$ cat config.mk
export PLATFORM = sky130hd
export DESIGN_NAME = if_fetch_unit_flat
export DESIGN_NICKNAME = d
export VERILOG_FILES = /design/src/rtl/if_fetch_unit_if.sv /design/src/rtl/if_fetch_unit.sv /design/src/flat_wrapper.sv
export SDC_FILE = /design/constraint.sdc
export NUM_CORES = 1
export LEC_CHECK = 0
export BUFFER_PORTS_ARGS = -buffer_cell sky130_fd_sc_hd__buf_4
export CORE_MARGIN = 2
export CORE_UTILIZATION = 39
export DETAILED_ROUTE_END_ITERATION = 10
export PLACE_DENSITY = 0.71
export SLEW_MARGIN = 20
export SYNTH_ARGS = -nofsm -noshare
export SYNTH_HDL_FRONTEND = slang
export SYNTH_SLANG_ARGS = --single-unit
$ cat constraint.sdc
create_clock -name clk -period 9.9 [get_ports clk]
set_input_delay 1.98 -clock clk [delete_from_list [all_inputs] [get_ports clk]]
set_output_delay 1.98 -clock clk [all_outputs]
set_load 0.02 [all_outputs]
$ cat src/rtl/if_fetch_unit_if.sv
// ============================================================================
// Module   : if_fetch_unit_if
// Desc     : Bundle of the instruction-memory, redirect and decode handshake
//            signals around the fetch stage. The master modport is the fetch
//            unit itself; the slave modport is its environment.
// Options  : IF_MISALIGN_EXC_EN - adds the id_misaligned flag toward decode.
// Revision : 1.0 - initial release
// ============================================================================
`default_nettype none

interface if_fetch_unit_if #(
    parameter int NB_ADDR = 32,
    parameter int NB_WORD = 32
);
    logic [NB_ADDR-1:0] imem_pc;
    logic [NB_WORD-1:0] imem_instruction;
    logic               redirect_valid;
    logic [NB_ADDR-1:0] redirect_pc;
    logic               id_valid;
    logic               id_ready;
    logic [NB_WORD-1:0] id_instr;
    logic [NB_ADDR-1:0] id_pc;
    logic [NB_ADDR-1:0] id_pc_plus4;
`ifdef IF_MISALIGN_EXC_EN
    logic               id_misaligned;

    modport master (
        output imem_pc, id_valid, id_instr, id_pc, id_pc_plus4, id_misaligned,
        input  imem_instruction, redirect_valid, redirect_pc, id_ready
    );
    modport slave (
        input  imem_pc, id_valid, id_instr, id_pc, id_pc_plus4, id_misaligned,
        output imem_instruction, redirect_valid, redirect_pc, id_ready
    );
`else
    modport master (
        output imem_pc, id_valid, id_instr, id_pc, id_pc_plus4,
        input  imem_instruction, redirect_valid, redirect_pc, id_ready
    );
    modport slave (
        input  imem_pc, id_valid, id_instr, id_pc, id_pc_plus4,
        output imem_instruction, redirect_valid, redirect_pc, id_ready
    );
`endif
endinterface

`default_nettype wire

$ cat src/rtl/if_fetch_unit.sv
// ============================================================================
// Module   : if_fetch_unit
// Desc     : Instruction fetch stage. Issues one sequential read per cycle to
//            a 1-cycle-latency instruction memory, buffers returned
//            {pc, instr} pairs in a small FIFO and hands them to decode over
//            valid/ready. A redirect flushes the buffer, drops the in-flight
//            read and restarts fetching at the target.
// Options  : IF_MISALIGN_EXC_EN - report a per-entry misaligned flag to
//            decode; when undefined, redirect targets are forced to a word
//            boundary.
// Revision : 1.0 - initial release
// ============================================================================
`default_nettype none

module if_fetch_unit #(
    parameter int                 NB_ADDR    = 32,
    parameter int                 NB_WORD    = 32,
    parameter logic [NB_ADDR-1:0] RESET_PC   = '0,
    parameter int                 FIFO_DEPTH = 2
) (
    input  wire             clk,
    input  wire             rst_n,
    if_fetch_unit_if.master bus
);

    localparam int                 c_PTR_W   = $clog2(FIFO_DEPTH);
    localparam int                 c_CNT_W   = $clog2(FIFO_DEPTH + 1);
    localparam int                 c_OCC_W   = c_CNT_W + 1;
    localparam logic [NB_ADDR-1:0] c_PC_STEP = NB_ADDR'(4);

    logic [NB_ADDR-1:0] r_fetch_pc;
    logic               r_inflight;
    logic [NB_ADDR-1:0] r_inflight_pc;
    logic [c_PTR_W-1:0] r_head;
    logic [c_PTR_W-1:0] r_tail;
    logic [c_CNT_W-1:0] r_count;
    logic [NB_ADDR-1:0] r_pc_mem    [FIFO_DEPTH];
    logic [NB_WORD-1:0] r_instr_mem [FIFO_DEPTH];

    logic               w_head_valid;
    logic               w_flush;
    logic               w_pop;
    logic               w_push;
    logic               w_issue;
    logic [c_OCC_W-1:0] w_occ;
    logic [NB_ADDR-1:0] w_redir_pc;

`ifdef IF_MISALIGN_EXC_EN
    // Misaligned targets are fetched as-is; decode raises the exception.
    assign w_redir_pc = bus.redirect_pc;
`else
    assign w_redir_pc = {bus.redirect_pc[NB_ADDR-1:2], 2'b00};
    wire w_unused_redir_lsb = ^bus.redirect_pc[1:0];
`endif

    assign w_head_valid = (r_count != '0);
    assign w_flush      = bus.redirect_valid;
    assign w_pop        = w_head_valid && bus.id_ready;
    // A return that lands in the same cycle as a redirect belongs to the old stream.
    assign w_push       = r_inflight && !w_flush;

    // Occupancy once this cycle's pop is retired; the read in flight already owns a slot.
    assign w_occ   = c_OCC_W'(r_count) + c_OCC_W'(r_inflight) - c_OCC_W'(w_pop);
    assign w_issue = !w_flush && (w_occ < c_OCC_W'(FIFO_DEPTH));

    // Fetch PC, in-flight tracking and FIFO bookkeeping; reset beats redirect.
    always_ff @(posedge clk) begin
        if (!rst_n) begin
            r_fetch_pc    <= RESET_PC;
            r_inflight    <= 1'b0;
            r_inflight_pc <= '0;
            r_head        <= '0;
            r_tail        <= '0;
            r_count       <= '0;
        end else if (w_flush) begin
            r_fetch_pc <= w_redir_pc;
            r_inflight <= 1'b0;
            r_head     <= '0;
            r_tail     <= '0;
            r_count    <= '0;
        end else begin
            r_inflight <= w_issue;
            if (w_issue) begin
                r_inflight_pc <= r_fetch_pc;
                r_fetch_pc    <= r_fetch_pc + c_PC_STEP;
            end
            if (w_push) begin
                r_tail <= r_tail + c_PTR_W'(1);
            end
            if (w_pop) begin
                r_head <= r_head + c_PTR_W'(1);
            end
            if (w_push && !w_pop) begin
                r_count <= r_count + c_CNT_W'(1);
            end else if (!w_push && w_pop) begin
                r_count <= r_count - c_CNT_W'(1);
            end
        end
    end

    // Entry storage carries no reset; only slots covered by r_count are ever read.
    always_ff @(posedge clk) begin
        if (rst_n && w_push) begin
            r_pc_mem[r_tail]    <= r_inflight_pc;
            r_instr_mem[r_tail] <= bus.imem_instruction;
        end
    end

    assign bus.imem_pc     = r_fetch_pc;
    assign bus.id_valid    = w_head_valid;
    // Head fields read as zero while the buffer is empty, so reset leaves them at 0.
    assign bus.id_pc       = w_head_valid ? r_pc_mem[r_head] : '0;
    assign bus.id_instr    = w_head_valid ? r_instr_mem[r_head] : '0;
    assign bus.id_pc_plus4 = w_head_valid ? (r_pc_mem[r_head] + c_PC_STEP) : '0;
`ifdef IF_MISALIGN_EXC_EN
    assign bus.id_misaligned = w_head_valid && (r_pc_mem[r_head][1:0] != 2'b00);
`endif

endmodule

`default_nettype wire

$ cat src/flat_wrapper.sv
// flat-port wrapper written by rule: the top's interface ports become plain ports
module if_fetch_unit_flat 
#(
    parameter int                 NB_ADDR    = 32,
    parameter int                 NB_WORD    = 32,
    parameter logic [NB_ADDR-1:0] RESET_PC   = '0,
    parameter int                 FIFO_DEPTH = 2
)
  (clk, rst_n, bus_imem_pc, bus_id_valid, bus_id_instr, bus_id_pc, bus_id_pc_plus4, bus_imem_instruction, bus_redirect_valid, bus_redirect_pc, bus_id_ready);
  if_fetch_unit_if #(.NB_ADDR(NB_ADDR), .NB_WORD(NB_WORD)) bus_i ();
  input  wire clk;
  input  wire rst_n;
  output wire logic [$bits(bus_i.imem_pc)-1:0] bus_imem_pc;
  output wire logic [$bits(bus_i.id_valid)-1:0] bus_id_valid;
  output wire logic [$bits(bus_i.id_instr)-1:0] bus_id_instr;
  output wire logic [$bits(bus_i.id_pc)-1:0] bus_id_pc;
  output wire logic [$bits(bus_i.id_pc_plus4)-1:0] bus_id_pc_plus4;
  input wire logic [$bits(bus_i.imem_instruction)-1:0] bus_imem_instruction;
  input wire logic [$bits(bus_i.redirect_valid)-1:0] bus_redirect_valid;
  input wire logic [$bits(bus_i.redirect_pc)-1:0] bus_redirect_pc;
  input wire logic [$bits(bus_i.id_ready)-1:0] bus_id_ready;
  assign bus_imem_pc = bus_i.imem_pc;
  assign bus_id_valid = bus_i.id_valid;
  assign bus_id_instr = bus_i.id_instr;
  assign bus_id_pc = bus_i.id_pc;
  assign bus_id_pc_plus4 = bus_i.id_pc_plus4;
  assign bus_i.imem_instruction = bus_imem_instruction;
  assign bus_i.redirect_valid = bus_redirect_valid;
  assign bus_i.redirect_pc = bus_redirect_pc;
  assign bus_i.id_ready = bus_id_ready;
  if_fetch_unit #(.NB_ADDR(NB_ADDR), .NB_WORD(NB_WORD), .RESET_PC(RESET_PC), .FIFO_DEPTH(FIFO_DEPTH)) u_core (.clk(clk), .rst_n(rst_n), .bus(bus_i));
endmodule
Word-level counts from Yosys, hierarchy flattened
Memory sizes are Yosys's and may differ from the RTL's. A register that Yosys moved wholly into a read port is not among the register bits. Cells that the tools add are included.

Order comparisons: 1. Reductions and logical operators: 14. Muxes and demuxes: 13. Add/sub/neg operators: 8. Bitwise operators: 2.

Operators with widths (count): 32-bit 2-to-1 mux (5); 32-bit by 3-bit adder with 32-bit output (second input constant) (2); 1-bit logical AND (6); 1-bit 2-to-1 mux (6); 2-bit nonzero test (3); 2-bit 2-to-1 mux (2); 2-bit by 1-bit adder with 3-bit output (1); 1-bit logical NOT (3); 3-bit by 2-bit less-than comparator with 1-bit output (second input constant) (1); 3-bit by 1-bit subtractor with 3-bit output (1); 1-bit adder (second input constant) (2); 2-bit by 1-bit adder with 2-bit output (second input constant) (1); 1-bit inverter (2); 2-bit AND reduction (1); 2-bit OR reduction (1); 2-bit by 1-bit subtractor with 2-bit output (second input constant) (1).

Memories: 2. Flip-flop bits (word level): 69. Output and inout bits: 129. Bits in writable memories: 128.

Memory list: u_core.r_instr_mem (depth 2, bits a word 32, rd ports 1, clocked after Yosys merged registers in 1, wr ports 1, RTL line if_fetch_unit.sv:38) `logic [NB_WORD-1:0] r_instr_mem [FIFO_DEPTH];`; u_core.r_pc_mem (depth 2, bits a word 32, rd ports 1, clocked after Yosys merged registers in 1, wr ports 1, RTL line if_fetch_unit.sv:37) `logic [NB_ADDR-1:0] r_pc_mem [FIFO_DEPTH];`.

Depth between registers and ports, before layout
Gate-level depths: netlist of run 1.

Word-level depth: 7. Gate-level depth with buffers: 13.

Worst setup path after synthesis of run 1
Ideal clock, no wire load.

Path type: input -> register. Start: input port bus_redirect_valid. End: memory u_core.r_instr_mem[0][0], enable pin. Required time: 9341 ps. Arrival time: 6730 ps. Buffers on the path: 1. Setup slack: 2611 ps. Library setup time: 559 ps. Cell stages on the path: 4. Path through: inv_1 -> clkbuf_1 -> nand2_1 -> nor3_1.

Cells in the longest elaborated chain, start to end: 5.

Ends and longest elaborated chain: start, declared (RTL line flat_wrapper.sv:19) `input wire logic [$bits(bus_i.redirect_valid)-1:0] bus_redirect_valid;`; 1-bit logical NOT (RTL line if_fetch_unit.sv:60) `assign w_push = r_inflight && !w_flush;`; 1-bit logical AND (RTL line if_fetch_unit.sv:60); 1-bit logical AND (RTL line if_fetch_unit.sv:103) `if (rst_n && w_push) begin`; 1-bit 2-to-1 mux (RTL line if_fetch_unit.sv:103); 1-bit 2-to-1 mux (not written as such) (RTL line if_fetch_unit.sv:105) `r_instr_mem[r_tail] <= bus.imem_instruction;`; end, declared (RTL line if_fetch_unit.sv:38).

Every way passes these cells.

==> flow_summary.ini, run 1 <==
[run_status]
status = finished, final reports clean

[critical_path]
critPathCaptureType = output port
startpoint_type = flop
critPathMaxFanout = 56
critPathKind = flop to output port
critical_path_required_ns = 7.92
critPathArrivalTime_ns = 3.85

[yosys]
synth.area.top_cells = edfxtp_1, dfxtp_1, mux2i_1, nand2_1, nor2_1
synth-seq-cells = 190
netlist_area_um2 = 8620
synth_top_cell_area_share_pct = 43.2
syn_area_per_cell_um2 = 11.0
synth.top_cells.by_count = edfxtp_1, nand2_1, nor2_1
synth.most_common_cell = edfxtp_1
yosys_warnings = 0
yosysSeqAreaShare_pct = 58.5
yosys.cell_types.count = 50
async_flop_share_pct = 0
syn-instance-count = 786
synth_edf_count = 124
synth.largest_area_cell = edfxtp_1
synthFlopType = edfxtp_1

[power_and_ir_drop]
p_leak_nw = 3.90
ir_drop_v = 0.000111
total_power_w = 0.00176
power_density_nw_per_um2 = 162

[routing]
routed_wl_um = 20800
drtPass1Iterations = 5
avgRoutedWirePerCell_um = 16.6
vias = 6428
ant_nets = 0
viasPerCell = 5.14
first_iter_violations = 530
remaining_drc_errors = 0

[floorplan]
ios = 197
initial_core_util_pct = 39.6
die-area_um2 = 23300
num_rows = 54
fp.dieW_um = 153
coreArea_um2 = 21800
dieHeight_um = 153

[cts]
cts_sinks = 190
cts-htree-levels = 4
cts_tree = yes
cts_setup_buffers = 0
numCtsBuffers = 17
path_clk_slew_ns = 0.07
cts_resized = 0
clock_path_buffers = 2
cts-root-buf = clkbuf_16
clock_latency_ns = 0.43
holdBufCountCts = 0

[timing]
final.min_clock_period_ns = 5.83
timing.final.ws_setup_ns = 4.07
relSlewSlack_pct = 42.8
finalSetupTns_ns = 0
finalSetupViolCount = 0
hold_ws_ns = 0.460
worst_pin_slew_ns = 0.858
skew_ns = 0.0103
hold_viol = 0
rsz0062_at_grt = false
drv_slew = 0
period_share_pct = 58.9
clock.fmax_mhz = 172

[placed_design]
gp_congestion = 0.835
post-place-cells = 1219
post-place-ws_ns = 4.42
io_buffers = 188
dpl.hpwl_um = 14400

[run]
maxCapViolCount = 0

[layout]
multi_input_area_um2 = 3340
diodes = 0
nets = 1031
seqCellArea_um2 = 5050
nFillCells = 2007
area_growth_pct = 25.4
final_cells = 1251
drive_gt1_share_pct = 25.4

[global_routing]
gr-total-overflow = 0
grt_pass1_wl_um = 32700
track_usage_pct = 17.4
grt_pass1_vias = 6023
grt_max_degree = 77
antenna_found_initial = 0

[worst_hold_path]
hold_path.class = flop to flop
[power by group]
part           total (W)  internal [W]  switching [W]
registers       0.000894      0.000868      0.0000266
clock network   0.000660      0.000345       0.000315
logic           0.000203     0.0000836       0.000119
total            0.00176       0.00130       0.000461
[routing by layer]
layer  GRT usage [%]  routed length, um
met5               0                  0
met3            3.92               1300
met4            4.54                224
met2            25.9               9170
met1            25.7              10100
[cell type report]
cell class	instances	share of cell area, %
Inverter	13	0.451
Tap cell	280	3.24
Clock inverter	15	1.32
Clock buffer	17	3.93
Sequential cell	190	46.7
Timing Repair Buffer	194	13.5
Multi-Input combinational cell	542	30.9
[critical path, stage by stage (launching register included)]
cell and delay, ns:
dfxtp_4 0.65, buf_4 0.74, mux2i_1 0.28, a211oi_2 0.46, nand4_1 0.39, nor3_1 0.37
mux2_2 0.37, buf_4 0.15
[metrics by stage]
| stage | area, um^2 | utilization (%) |
|---|---|---|
| finish | 10800 | 49.7 |
| floorplan | 8640 | - |
| global placement | 10200 | 47.1 |
| CTS | 10800 | 49.7 |
| detailed placement | 10200 | 47.1 |
| global route | 10800 | 49.7 |
[registers in the layout, indices dropped and copies added, names as in the netlist, named ones only]
register,flops
u_core.bus.imem_pc,30
u_core.r_count,2
u_core.r_head,1
u_core.r_inflight,1
u_core.r_inflight_pc,30
u_core.r_instr_mem,64
u_core.r_pc_mem,60
u_core.r_tail,1
[placed cells by master (no fill, tap or decap), drive strengths merged, types with 3 or more instances in the layout]
cell type | synthesis | final
conb | 1 | 6
edfxtp | 124 | 124
o31a | 4 | 4
a21boi | 31 | 31
mux2i | 55 | 55
ha | 4 | 4
nand3b | 6 | 6
o31ai | 7 | 7
nor4 | 11 | 11
inv | 12 | 21
and2 | 13 | 13
and4 | 3 | 3
xnor2 | 33 | 33
nand2b | 4 | 4
clkbuf | 26 | 17
dfxtp | 66 | 66
nand2 | 99 | 99
nand3 | 19 | 19
xor2 | 9 | 9
a31oi | 5 | 5
clkinv | 1 | 6
nor3 | 19 | 19
o21ai | 37 | 37
nand4b | 5 | 5
a21oi | 30 | 30
o211a | 3 | 3
nor2 | 87 | 87
nand4 | 18 | 18
mux2 | 9 | 9
buf | 20 | 194
[cells by family (layout without fill, tap and decap cells)]
logic type	after synthesis	after routing	share of synthesized area, %
buffers and inverters	59	239	3.19
AOI/OAI and AO/OA	129	129	9.52
other	1	6	0.0435
xor gates and xnor gates	42	42	4.27
muxes	64	64	7.56
DFF	190	190	58.5
adders and majority gates	5	5	0.813
and+or+nand+nor	296	296	16.1
[path summary, 6_finish.rpt]
path	from	to	cells after the start	slack, ns
min	u_core.r_inflight_pc[29]	u_core.r_pc_mem[0][29]	0	0.46
max reg2reg	u_core.r_count[1]	u_core.r_inflight_pc[3]	14	4.59
max	flop	bus_id_pc_plus4[30]	7	4.07
min reg2reg	u_core.r_inflight_pc[29]	u_core.r_pc_mem[0][29]	0	0.46
No activity file was read; power rests on OpenSTA's default activity.
==> inputs of run 2 (changes only) <==
--- a/config.mk
+++ b/config.mk
@@ -5,11 +5,12 @@
 export SDC_FILE = /design/constraint.sdc
 export NUM_CORES = 1
 export LEC_CHECK = 0
+export ABC_AREA = 1
 export BUFFER_PORTS_ARGS = -buffer_cell sky130_fd_sc_hd__buf_4
 export CORE_MARGIN = 2
 export CORE_UTILIZATION = 39
 export DETAILED_ROUTE_END_ITERATION = 10
-export PLACE_DENSITY = 0.71
+export PLACE_DENSITY = 0.73
 export SLEW_MARGIN = 20
 export SYNTH_ARGS = -nofsm -noshare
 export SYNTH_HDL_FRONTEND = slang
==> constraint.sdc (replaced) <==
create_clock -name clk -period 5.1 [get_ports clk]
set_input_delay 1.02 -clock clk [delete_from_list [all_inputs] [get_ports clk]]
set_output_delay 1.02 -clock clk [all_outputs]
set_load 0.02 [all_outputs]
==> run 2 against run 1 <==
Effect of this change:
- setup slack got worse by 3.1 ns
- global-route usage is 1.5 points higher
- cell area rose by 6.6%
- core utilization down 0.59 points
- register-to-register slack lost 3.1 ns
- critical path type unchanged
- largest cell class unchanged
==> flow_summary.ini, run 2 <==
[global_routing]
grt_use_met2_pct = 28.4
grt_pass1_vias = 7109
gr-total-overflow = 0
grt_pass1_wl_um = 37100
grtUsageMet1_pct = 28.2
grtUsageMet3_pct = 3.29
antenna_found_initial = 0
busiest_layer = met2
grt_max_degree = 83
track_usage_pct = 18.9

[timing]
final.min_clock_period_ns = 4.11
skew_ns = 0.0123
worst_pin_slew_ns = 0.857
period_share_pct = 80.5
drv_slew = 0
relSlewSlack_pct = 42.9
finalSetupTns_ns = 0
hold_viol = 0
finalSetupViolCount = 0
clock.fmax_mhz = 244
rsz0062_at_grt = false

[yosys]
netlist_area_um2 = 9320
yosysSeqAreaShare_pct = 54.1
synth.top_cells.by_count = nand2_1, nor2_1, edfxtp_1
synthFlopType = edfxtp_1
syn_area_per_cell_um2 = 8.01
synth.largest_area_cell = edfxtp_1
yosys.cell_types.count = 39
synth-seq-cells = 190
yosys_warnings = 0
synth_top_cell_area_share_pct = 40.0
synth.most_common_cell = nand2_1
synth_edf_count = 124
syn-instance-count = 1163
async_flop_share_pct = 0
synth.area.top_cells = edfxtp_1, nand2_1, dfxtp_1, nor2_1, inv_1

[critical_path]
cp_num_buf_inv = 4
critPathMaxFanout = 67
r2r_slack_ns = 1.47
critical_path_required_ns = 4.08
cpLargestDelayFamily = simple AND/OR/NAND/NOR gates
cp_slowest_cell = buf_4
path_cells = buf_4 > nand2_1 > nand2_2 > ha_1 > nand2_2 > nor2_2 > nand2_1 > inv_1 > nand2_1 > nand2_1 > nand3_1 > inv_1 > buf_4
critPathArrivalTime_ns = 3.09
critPathCaptureType = output port
startpoint_type = flop
crit_top_cell = nand2_1
critPathKind = flop to output port
crit_path_max_incr_delay_ns = 0.59

[power_and_ir_drop]
power_density_nw_per_um2 = 304
ir_drop_v = 0.000194
total_power_w = 0.00351
p_leak_nw = 5.11

[run]
maxCapViolCount = 0

[cts]
cts_tree = yes
path_clk_slew_ns = 0.07
cts-root-buf = clkbuf_16
cts_sinks = 190
holdBufCountCts = 0
clock_path_buffers = 2
numCtsBuffers = 17
cts_resized = 0
cts_setup_buffers = 0
cts-htree-levels = 4
clock_latency_ns = 0.43

[layout]
nets = 1403
diodes = 0
largestRegisters = u_core.r_instr_mem: 64 flops, u_core.r_pc_mem: 60 flops
final_area_um2 = 11500
area_growth_pct = 23.8
layout_common_cells = nand2_1, buf_4, nor2_1
mostFrequentLayoutCell = nand2_1
nFillCells = 2198
regMostFlops = u_core.r_instr_mem
drive_gt1_share_pct = 20.3
largest_reg_flops = 64

[routing]
drtPass1Iterations = 8
routed_wl_um = 23700
ant_nets = 0
first_iter_violations = 666
vias = 8017
remaining_drc_errors = 0
avgRoutedWirePerCell_um = 14.2
viasPerCell = 4.82

[floorplan]
dieHeight_um = 159
num_rows = 56
coreArea_um2 = 23500
fp.dieW_um = 159
ios = 197
initial_core_util_pct = 39.7
die-area_um2 = 25100

[placed_design]
placed_cell_area_um2 = 10900
gp_congestion = 0.904
dpl.hpwl_um = 16900
io_buffers = 188

[worst_hold_path]
hold_path.class = flop to flop

[run_status]
status = finished, final reports clean
run 2: where the power goes:
group,total [W],switching [W],internal (W)
Clock,0.00129,0.000626,0.000660
Sequential,0.00176,0.0000561,0.00171
Combinational,0.000458,0.000294,0.000164
Total,0.00351,0.000976,0.00253
run 2: kinds of logic (layout without fill, tap and decap cells):
logic type                 count (synthesis)  after routing  share of synthesized area, %
DFF                                      190            190                          54.1
buffers and inverters                    169            344                          7.83
xor gates and xnor gates                   7              7                         0.658
other                                      1              6                        0.0402
AOI/OAI and AO/OA                        127            127                          7.18
and+or+nand+nor                          664            664                          29.4
adders and majority gates                  5              5                         0.752
run 2: per-layer routing:
layer | wire length (um) | vias up
met4 | 275 | 0
met2 | 10400 | 313
met5 | 0 | -
met3 | 1580 | 21
met1 | 11400 | 3613
li1 | - | 4070
run 2: final timing paths:
kind	startpoint	endpoint	depth (start not counted)
worst min register to register	u_core.r_inflight_pc[14]	u_core.r_pc_mem[1][14]	0
worst min-delay path	u_core.r_inflight_pc[14]	u_core.r_pc_mem[1][14]	0
worst max register to register	u_core.r_count[1]	u_core.bus.imem_pc[13]	14
worst max-delay path	flop	bus_id_pc_plus4[14]	13
run 2: through the flow:
stage | hold slack, ns | utilization (%) | worst slack, ns | std cells
after global routing | 0.473 | 49.1 | 0.713 | 1662
after CTS | 0.447 | 49.1 | 0.935 | 1662
final | 0.453 | 49.1 | 0.993 | 1662
after detailed placement | 0.430 | 46.6 | 1.28 | 1630
after floorplan | 0.420 | - | 0.441 | 1168
after global placement | 0.428 | 46.6 | 1.35 | 1630
run 2: final cells by class:
type                    instances  area [um^2]  area share, %
clock inverters                15          164           1.42
inverters                     117          444           3.85
repair buffers                195         1460           12.7
flip-flops and latches        190         5050           43.8
clock buffers                  17          425           3.69
well taps                     319          399           3.46
multi-input cells             809         3590           31.1
